### src/rtl/riscv_mem_port_arbiter_if.sv
// Bundles the core-side instruction/data memory ports and the shared memory port
// so that the arbiter and its environment connect through one handle.
interface riscv_mem_port_arbiter_if #(
  parameter int REQ_SZ  = 67,
  parameter int RESP_SZ = 35
);
  logic [REQ_SZ-1:0]  imemreq_msg;
  logic               imemreq_val;
  logic               imemreq_rdy;
  logic [RESP_SZ-1:0] imemresp_msg;
  logic               imemresp_val;

  logic [REQ_SZ-1:0]  dmemreq_msg;
  logic               dmemreq_val;
  logic               dmemreq_rdy;
  logic [RESP_SZ-1:0] dmemresp_msg;
  logic               dmemresp_val;

  logic [REQ_SZ-1:0]  memreq_msg;
  logic               memreq_val;
  logic               memreq_rdy;
  logic [RESP_SZ-1:0] memresp_msg;
  logic               memresp_val;

  // Arbiter view.
  modport slave (
    input  imemreq_msg, imemreq_val,
    output imemreq_rdy, imemresp_msg, imemresp_val,
    input  dmemreq_msg, dmemreq_val,
    output dmemreq_rdy, dmemresp_msg, dmemresp_val,
    output memreq_msg, memreq_val,
    input  memreq_rdy, memresp_msg, memresp_val
  );

  // Core plus memory view.
  modport master (
    output imemreq_msg, imemreq_val,
    input  imemreq_rdy, imemresp_msg, imemresp_val,
    output dmemreq_msg, dmemreq_val,
    input  dmemreq_rdy, dmemresp_msg, dmemresp_val,
    input  memreq_msg, memreq_val,
    output memreq_rdy, memresp_msg, memresp_val
  );
endinterface

### src/rtl/riscv_mem_port_arbiter.sv
// Round-robin arbiter sharing one in-order memory port between the instruction and
// data ports; an order FIFO of source tags steers each response back to its issuer.
module riscv_mem_port_arbiter #(
  parameter int REQ_SZ    = 67,
  parameter int RESP_SZ   = 35,
  parameter int MAX_OUTST = 4
) (
  input  logic                           clk,
  input  logic                           reset,
  riscv_mem_port_arbiter_if.slave        bus,
  output logic [$clog2(MAX_OUTST):0]     outst_cnt,
  output logic                           err_orphan
);
  localparam int PTR_W = $clog2(MAX_OUTST);
  localparam int CNT_W = PTR_W + 1;

  logic [PTR_W-1:0] wr_ptr_reg;
  logic [PTR_W-1:0] rd_ptr_reg;
  logic [CNT_W-1:0] cnt_reg;
  logic             prio_reg;      // 1 = DMEM wins a tie
  logic             err_orphan_reg;
  logic             tag_mem [MAX_OUTST];

  logic               full;
  logic               empty;
  logic               grant_d;
  logic               can_issue;
  logic               fire;
  logic               pop;
  logic               head_tag;
  logic [REQ_SZ-1:0]  win_msg;
  logic [RESP_SZ-1:0] resp_msg;

  assign full     = (cnt_reg == CNT_W'(MAX_OUTST));
  assign empty    = (cnt_reg == '0);
  assign head_tag = tag_mem[rd_ptr_reg];

  // Data port wins when it is the only requester, or on a tie with priority.
  assign grant_d   = bus.dmemreq_val & (~bus.imemreq_val | prio_reg);
  assign can_issue = reset & bus.memreq_rdy & ~full;
  assign fire      = bus.memreq_val & bus.memreq_rdy;
  assign pop       = reset & bus.memresp_val & ~empty;

  assign win_msg  = grant_d ? bus.dmemreq_msg : bus.imemreq_msg;
  assign resp_msg = bus.memresp_msg;

  assign bus.memreq_msg  = win_msg;
  assign bus.memreq_val  = reset & (bus.imemreq_val | bus.dmemreq_val) & ~full;
  assign bus.dmemreq_rdy = can_issue & grant_d;
  assign bus.imemreq_rdy = can_issue & bus.imemreq_val & ~grant_d;

  assign bus.imemresp_msg = resp_msg;
  assign bus.dmemresp_msg = resp_msg;
  assign bus.imemresp_val = pop & ~head_tag;
  assign bus.dmemresp_val = pop & head_tag;

  assign outst_cnt  = cnt_reg;
  assign err_orphan = err_orphan_reg;

  generate
    for (genvar gi = 0; gi < MAX_OUTST; gi++) begin : g_tag
      always_ff @(posedge clk or negedge reset) begin
        if (!reset) begin
          tag_mem[gi] <= 1'b0;
        end else if (fire && wr_ptr_reg == PTR_W'(gi)) begin
          tag_mem[gi] <= grant_d;
        end
      end
    end
  endgenerate

  always_ff @(posedge clk or negedge reset) begin
    if (!reset) begin
      wr_ptr_reg     <= '0;
      rd_ptr_reg     <= '0;
      cnt_reg        <= '0;
      prio_reg       <= 1'b1;
      err_orphan_reg <= 1'b0;
    end else begin
      if (fire) begin
        wr_ptr_reg <= wr_ptr_reg + 1'b1;
        prio_reg   <= ~grant_d;
      end
      if (pop) begin
        rd_ptr_reg <= rd_ptr_reg + 1'b1;
      end
      if (fire && !pop) begin
        cnt_reg <= cnt_reg + 1'b1;
      end else if (pop && !fire) begin
        cnt_reg <= cnt_reg - 1'b1;
      end
      if (bus.memresp_val && empty) begin
        err_orphan_reg <= 1'b1;
      end
    end
  end
endmodule

### src/flat_wrapper.sv
// flat-port wrapper written by rule: the top's interface ports become plain ports
module riscv_mem_port_arbiter_flat 
#(
  parameter int REQ_SZ    = 67,
  parameter int RESP_SZ   = 35,
  parameter int MAX_OUTST = 4
)
  (clk, reset, outst_cnt, err_orphan, bus_imemreq_msg, bus_imemreq_val, bus_imemreq_rdy, bus_imemresp_msg, bus_imemresp_val, bus_dmemreq_msg, bus_dmemreq_val, bus_dmemreq_rdy, bus_dmemresp_msg, bus_dmemresp_val, bus_memreq_msg, bus_memreq_val, bus_memreq_rdy, bus_memresp_msg, bus_memresp_val);
  riscv_mem_port_arbiter_if #(.REQ_SZ(REQ_SZ), .RESP_SZ(RESP_SZ)) bus_i ();
  input  logic clk;
  input  logic reset;
  output logic [$clog2(MAX_OUTST):0] outst_cnt;
  output logic err_orphan;
  input wire logic [$bits(bus_i.imemreq_msg)-1:0] bus_imemreq_msg;
  input wire logic [$bits(bus_i.imemreq_val)-1:0] bus_imemreq_val;
  output wire logic [$bits(bus_i.imemreq_rdy)-1:0] bus_imemreq_rdy;
  output wire logic [$bits(bus_i.imemresp_msg)-1:0] bus_imemresp_msg;
  output wire logic [$bits(bus_i.imemresp_val)-1:0] bus_imemresp_val;
  input wire logic [$bits(bus_i.dmemreq_msg)-1:0] bus_dmemreq_msg;
  input wire logic [$bits(bus_i.dmemreq_val)-1:0] bus_dmemreq_val;
  output wire logic [$bits(bus_i.dmemreq_rdy)-1:0] bus_dmemreq_rdy;
  output wire logic [$bits(bus_i.dmemresp_msg)-1:0] bus_dmemresp_msg;
  output wire logic [$bits(bus_i.dmemresp_val)-1:0] bus_dmemresp_val;
  output wire logic [$bits(bus_i.memreq_msg)-1:0] bus_memreq_msg;
  output wire logic [$bits(bus_i.memreq_val)-1:0] bus_memreq_val;
  input wire logic [$bits(bus_i.memreq_rdy)-1:0] bus_memreq_rdy;
  input wire logic [$bits(bus_i.memresp_msg)-1:0] bus_memresp_msg;
  input wire logic [$bits(bus_i.memresp_val)-1:0] bus_memresp_val;
  assign bus_i.imemreq_msg = bus_imemreq_msg;
  assign bus_i.imemreq_val = bus_imemreq_val;
  assign bus_imemreq_rdy = bus_i.imemreq_rdy;
  assign bus_imemresp_msg = bus_i.imemresp_msg;
  assign bus_imemresp_val = bus_i.imemresp_val;
  assign bus_i.dmemreq_msg = bus_dmemreq_msg;
  assign bus_i.dmemreq_val = bus_dmemreq_val;
  assign bus_dmemreq_rdy = bus_i.dmemreq_rdy;
  assign bus_dmemresp_msg = bus_i.dmemresp_msg;
  assign bus_dmemresp_val = bus_i.dmemresp_val;
  assign bus_memreq_msg = bus_i.memreq_msg;
  assign bus_memreq_val = bus_i.memreq_val;
  assign bus_i.memreq_rdy = bus_memreq_rdy;
  assign bus_i.memresp_msg = bus_memresp_msg;
  assign bus_i.memresp_val = bus_memresp_val;
  riscv_mem_port_arbiter #(.REQ_SZ(REQ_SZ), .RESP_SZ(RESP_SZ), .MAX_OUTST(MAX_OUTST)) u_core (.clk(clk), .reset(reset), .bus(bus_i), .outst_cnt(outst_cnt), .err_orphan(err_orphan));
endmodule
### config.mk
export PLATFORM = sky130hd
export DESIGN_NAME = riscv_mem_port_arbiter_flat
export DESIGN_NICKNAME = d
export VERILOG_FILES = /design/src/rtl/riscv_mem_port_arbiter_if.sv /design/src/rtl/riscv_mem_port_arbiter.sv /design/src/flat_wrapper.sv
export SDC_FILE = /design/constraint.sdc
export NUM_CORES = 1
export LEC_CHECK = 0
export ABC_CLOCK_PERIOD_IN_PS = 4880
export CORE_AREA = 8 8 118 120
export DETAILED_ROUTE_END_ITERATION = 10
export DIE_AREA = 0 0 126 128
export PLACE_DENSITY = 0.65
export SETUP_SLACK_MARGIN = 0.3
export SLEW_MARGIN = 20
export SYNTH_ARGS = -nofsm -noshare
export SYNTH_HDL_FRONTEND = slang
export SYNTH_SLANG_ARGS = --single-unit
### constraint.sdc
create_clock -name clk -period 4.88 [get_ports clk]
set_clock_uncertainty 0.2 [all_clocks]
set_input_delay 0.976 -clock clk [delete_from_list [all_inputs] [get_ports clk]]
set_output_delay 0.976 -clock clk [all_outputs]
set_load 0.005 [all_outputs]
---- Word level (Yosys, flattened, before mapping) ----
Cells that the tools add are included.
word-level totals
  bits of input ports ..................... 175
  output and inout bits ................... 146
  bits in registers ....................... 13
operators by class
  equality and inequality tests ........... 4
  bitwise operators ....................... 21
  muxes and demuxes ....................... 6
  magnitude comparators ................... 1
  add/subtract/negate cells ............... 4
  reduce and logical (&&, ||, !) cells .... 12
operator list
  operator                                                               number
  67-bit two-way mux                                                     1
  1-bit AND                                                              13
  1-bit logical AND                                                      7
  3-bit two-way mux                                                      2
  1-bit NOT                                                              5
  2-bit by 1-bit adder with 2-bit output, second input constant          2
  2-bit equality test, second input constant                             2
  3-bit by 1-bit adder with 3-bit output, second input constant          1
  3-bit equality test, second input constant                             1
  3-bit >= comparator, second input constant                             1
  3-bit zero test                                                        1
  2-bit NOT with 3-bit output                                            1
  3-bit by 1-bit subtractor with 3-bit output, second input constant     1
  1-bit binary-select mux with 2-bit select                              1
  2-bit by 1-bit equality test with 1-bit output, second input constant  1
  1-bit zero test                                                        2
  2-bit zero test                                                        1
  1-bit two-way mux                                                      2
  1-bit OR                                                               2
  2-bit nonzero test                                                     1

---- Logic depth before layout (Yosys ltp) ----
  depth in word-level cells ............... 8
  gate-level depth with buffers ........... 10
  mapped depth without buffers ............ 9

---- Worst setup path after synthesis ----
No wires, ideal clock.
  path kind ............................... input -> output
  start ................................... input bus_dmemreq_val
  end ..................................... output bus_memreq_msg[0]
  cell stages on the path ................. 4
  required time ........................... 3704 ps
  buffers on the path ..................... 2
  slack ................................... 1862 ps
  arrival ................................. 1842 ps
  path through ............................ a21boi_0 > buf_2 > buf_4 > mux2_2
between the ends
  word-level cells in the longest chain between the ends .. 2
ends and longest elaborated chain
  element             line                          source
  from (decl)         flat_wrapper.sv:20            input wire logic [$bits(bus_i.dmemreq_val)-1:0] bus_dmemreq_val;
  1-bit AND           riscv_mem_port_arbiter.sv:39  assign grant_d = bus.dmemreq_val & (~bus.imemreq_val | prio_reg);
  67-bit two-way mux  riscv_mem_port_arbiter.sv:44  assign win_msg = grant_d ? bus.dmemreq_msg : bus.imemreq_msg;
  to (decl)           flat_wrapper.sv:24            output wire logic [$bits(bus_i.memreq_msg)-1:0] bus_memreq_msg;
Every way passes these cells.

---- Worst setup path in the final report ----
  start ................................... input bus_dmemreq_val
  end ..................................... output bus_memreq_msg[22]
Same word-level chain as after synthesis.

==> results.py <==
metrics = {
    "hold_path": {
        "hp-class": "reg2reg",
        "holdPathStages": 1,
    },
    "layout": {
        "largest_register": "u_core.tag_mem",
        "finish.utilization": 0.321,
        "layout_commonest_cell": "clkdlybuf4s50_1",
        "final_area_mm2": 0.00393,
        "largest_reg_flops": 4,
        "layout_common_cells": "clkdlybuf4s50_1, mux2_2, dfrtp_1, inv_1, ha_1",
        "fillers": 1241,
        "ff_latch_area_um2": 327,
        "stdcell_count": 498,
        "layout-drive-gt1-share": 0.241,
        "fin_nets": 530,
        "area_delta_synth_final_pct": 90.0,
        "multi_input_comb_area_mm2": 0.00113,
        "n_antenna_cell": 0,
    },
    "global_routing": {
        "grt_pass1_vias": 2161,
        "grt_antenna_before_repair": 0,
        "grt_max_degree": 39,
        "gr-total-overflow": 0,
        "grt_first_pass_wirelength_um": 12500,
        "track_usage": 0.0969,
    },
    "drt": {
        "wire_per_inst_um": 17.2,
        "drt_iter0_drc": 28,
        "wirelength_um": 8550,
        "first_pass_iters": 4,
        "drcViolationCount": 0,
        "drt.antenna.violating_nets": 0,
        "vias_per_cell": 3.89,
        "vias": 1937,
    },
    "clock_network": {
        "cts_resized": 0,
        "cts.sinks": 13,
        "cts-root-buf": "clkbuf_16",
        "ctsHoldBuffers": 0,
        "cts_tree": "done",
        "h-tree-depth": 1,
        "clockBufferDepth": 2,
        "numCtsBuffers": 3,
        "post_cts_buffers": 0,
        "clkTransAtPathRegs_ns": 0.05,
        "clk-insertion-delay-late_ns": 0.24,
    },
    "yosys": {
        "synth_edf_count": 0,
        "synth.distinct_cells": 28,
        "ys_seq_area_frac": 0.158,
        "async_reset_ff_frac": 1.00,
        "synth-seq-cells": 13,
        "synth_area_per_cell_um2": 10.1,
        "synth.net_count": 386,
        "syn_inst": 205,
        "ys.warnings.count": 0,
        "ys.flop_type": "dfrtp_1",
        "syn-cell-area_mm2": 0.00207,
    },
    "sta": {
        "rsz0062_at_grt": "false",
        "finalSetupTns_ns": 0,
        "hold_violations": 0,
        "worst_pin_slew_ns": 0.656,
        "max_freq_ghz": 0.237,
        "slew_headroom": 0.556,
        "hold_ws_ns": 0.264,
        "fin_ws_ns": 0.659,
        "post-route-period-util": 0.865,
        "maxSlewViolCount": 0,
        "setup_violations": 0,
        "min_period_ns": 4.22,
    },
    "critical_path": {
        "crit_path_max_fanout": 35,
        "reg2reg_depth": 7,
        "r2r-start": "u_core.outst_cnt[0]$_DFFE_PN0P_",
        "critPathRequiredTime_ns": 3.70,
        "rr_endpoint": "u_core.outst_cnt[2]$_DFFE_PN0P_",
        "crit_type": "in2out",
        "worstSetupEndpointType": "output pin",
        "crit_start": "bus_dmemreq_val",
        "rrSetupSlack_ns": 2.35,
        "worstPathArrival_ns": 3.05,
        "cp-start-kind": "input port",
        "setup.worst_path.end": "bus_memreq_msg[22]",
    },
    "status": {
        "status": "finished, final reports clean",
    },
    "pwr": {
        "pwr_density_cell_mw_per_mm2": 256,
        "p_leak_nw": 1.51,
        "ir_drop_mv": 0.307,
        "total_power_mw": 1.01,
    },
    "floorplanning": {
        "core_area_mm2": 0.0122,
        "num_rows": 41,
        "pin_count": 321,
        "initial_core_util": 0.169,
        "die-area_mm2": 0.0161,
        "fp.dieH_um": 128,
        "dieWidth_um": 126,
    },
    "placement": {
        "placed_area_mm2": 0.00384,
        "port_buffers": 215,
        "hpwlAfterDp_um": 7530,
        "placedCellCount": 494,
        "pre_cts_slack_ns": 0.644,
        "finalWeightedCongestion": 0.822,
    },
    "run": {
        "maxCapViolCount": 0,
    },
}
Yosys cell counts (2+ instances only):
| cell type | n | share of area |
|---|---|---|
| mux2_2 | 72 | 0.39 |
| dfrtp_1 | 12 | 0.15 |
| inv_1 | 6 | 0.011 |
| nor2_1 | 3 | 0.0055 |
| nand3_1 | 4 | 0.0097 |
| o211a_1 | 2 | 0.0097 |
| xor2_1 | 3 | 0.013 |
| xnor2_1 | 3 | 0.013 |
| buf_4 | 77 | 0.28 |
| ha_1 | 5 | 0.030 |
worst min path at each step:
stage	endpoint	slack (ns)	start
floorplan	u_core.rd_ptr_reg[1]$_DFFE_PN0P_	0.25	u_core.rd_ptr_reg[1]$_DFFE_PN0P_
global placement	u_core.err_orphan$_DFFE_PN0P_	0.24	u_core.err_orphan$_DFFE_PN0P_
detailed placement	u_core.err_orphan$_DFFE_PN0P_	0.25	u_core.err_orphan$_DFFE_PN0P_
CTS	u_core.err_orphan$_DFFE_PN0P_	0.27	u_core.err_orphan$_DFFE_PN0P_
global route	u_core.err_orphan$_DFFE_PN0P_	0.28	u_core.err_orphan$_DFFE_PN0P_
finish	u_core.err_orphan$_DFFE_PN0P_	0.26	u_core.err_orphan$_DFFE_PN0P_
power by group:
group | leakage [nW] | switching (mW) | internal (mW)
registers | 0.152 | 0.0529 | 0.165
logic | 1.32 | 0.203 | 0.432
clock network | 0.0409 | 0.0436 | 0.109
cell type report:
class,instances,area share
timing repair buffer,218,0.554
clock buffer,3,0.0191
multi-input combinational,107,0.289
clock inverter,1,0.00128
inverter,6,0.00574
tap,150,0.0478
sequential,13,0.0832
critical path: stages:
cell             delay, ns
clkdlybuf4s50_1       0.53
a21boi_4              0.21
buf_4                 0.41
mux2_2                0.39
clkdlybuf4s50_1       0.50
cell families (layout without fill, tap and decap cells):
kind of cell	Yosys count	in the layout	share of synthesized area
AOI/OAI and AO/OA	7	7	0.0285
xor gates and xnor gates	6	6	0.0254
adders and majority gates	6	6	0.0400
buffers and inverters	85	228	0.299
DFF	13	13	0.158
muxes	74	74	0.409
and+or+nand+nor	14	14	0.0406
routing by layer:
metal / up-vias / share of wire / wire length [µm] / GRT usage
met1: 892 / 0.38 / 3210 / 0.104
met4: 0 / 0.0094 / 80 / 0.0205
met5: - / 0 / 0 / 0
li1: 921 / - / - / -
met3: 13 / 0.084 / 721 / 0.0358
met2: 111 / 0.53 / 4540 / 0.177
Note: power is estimated with default switching activity, not from simulation.
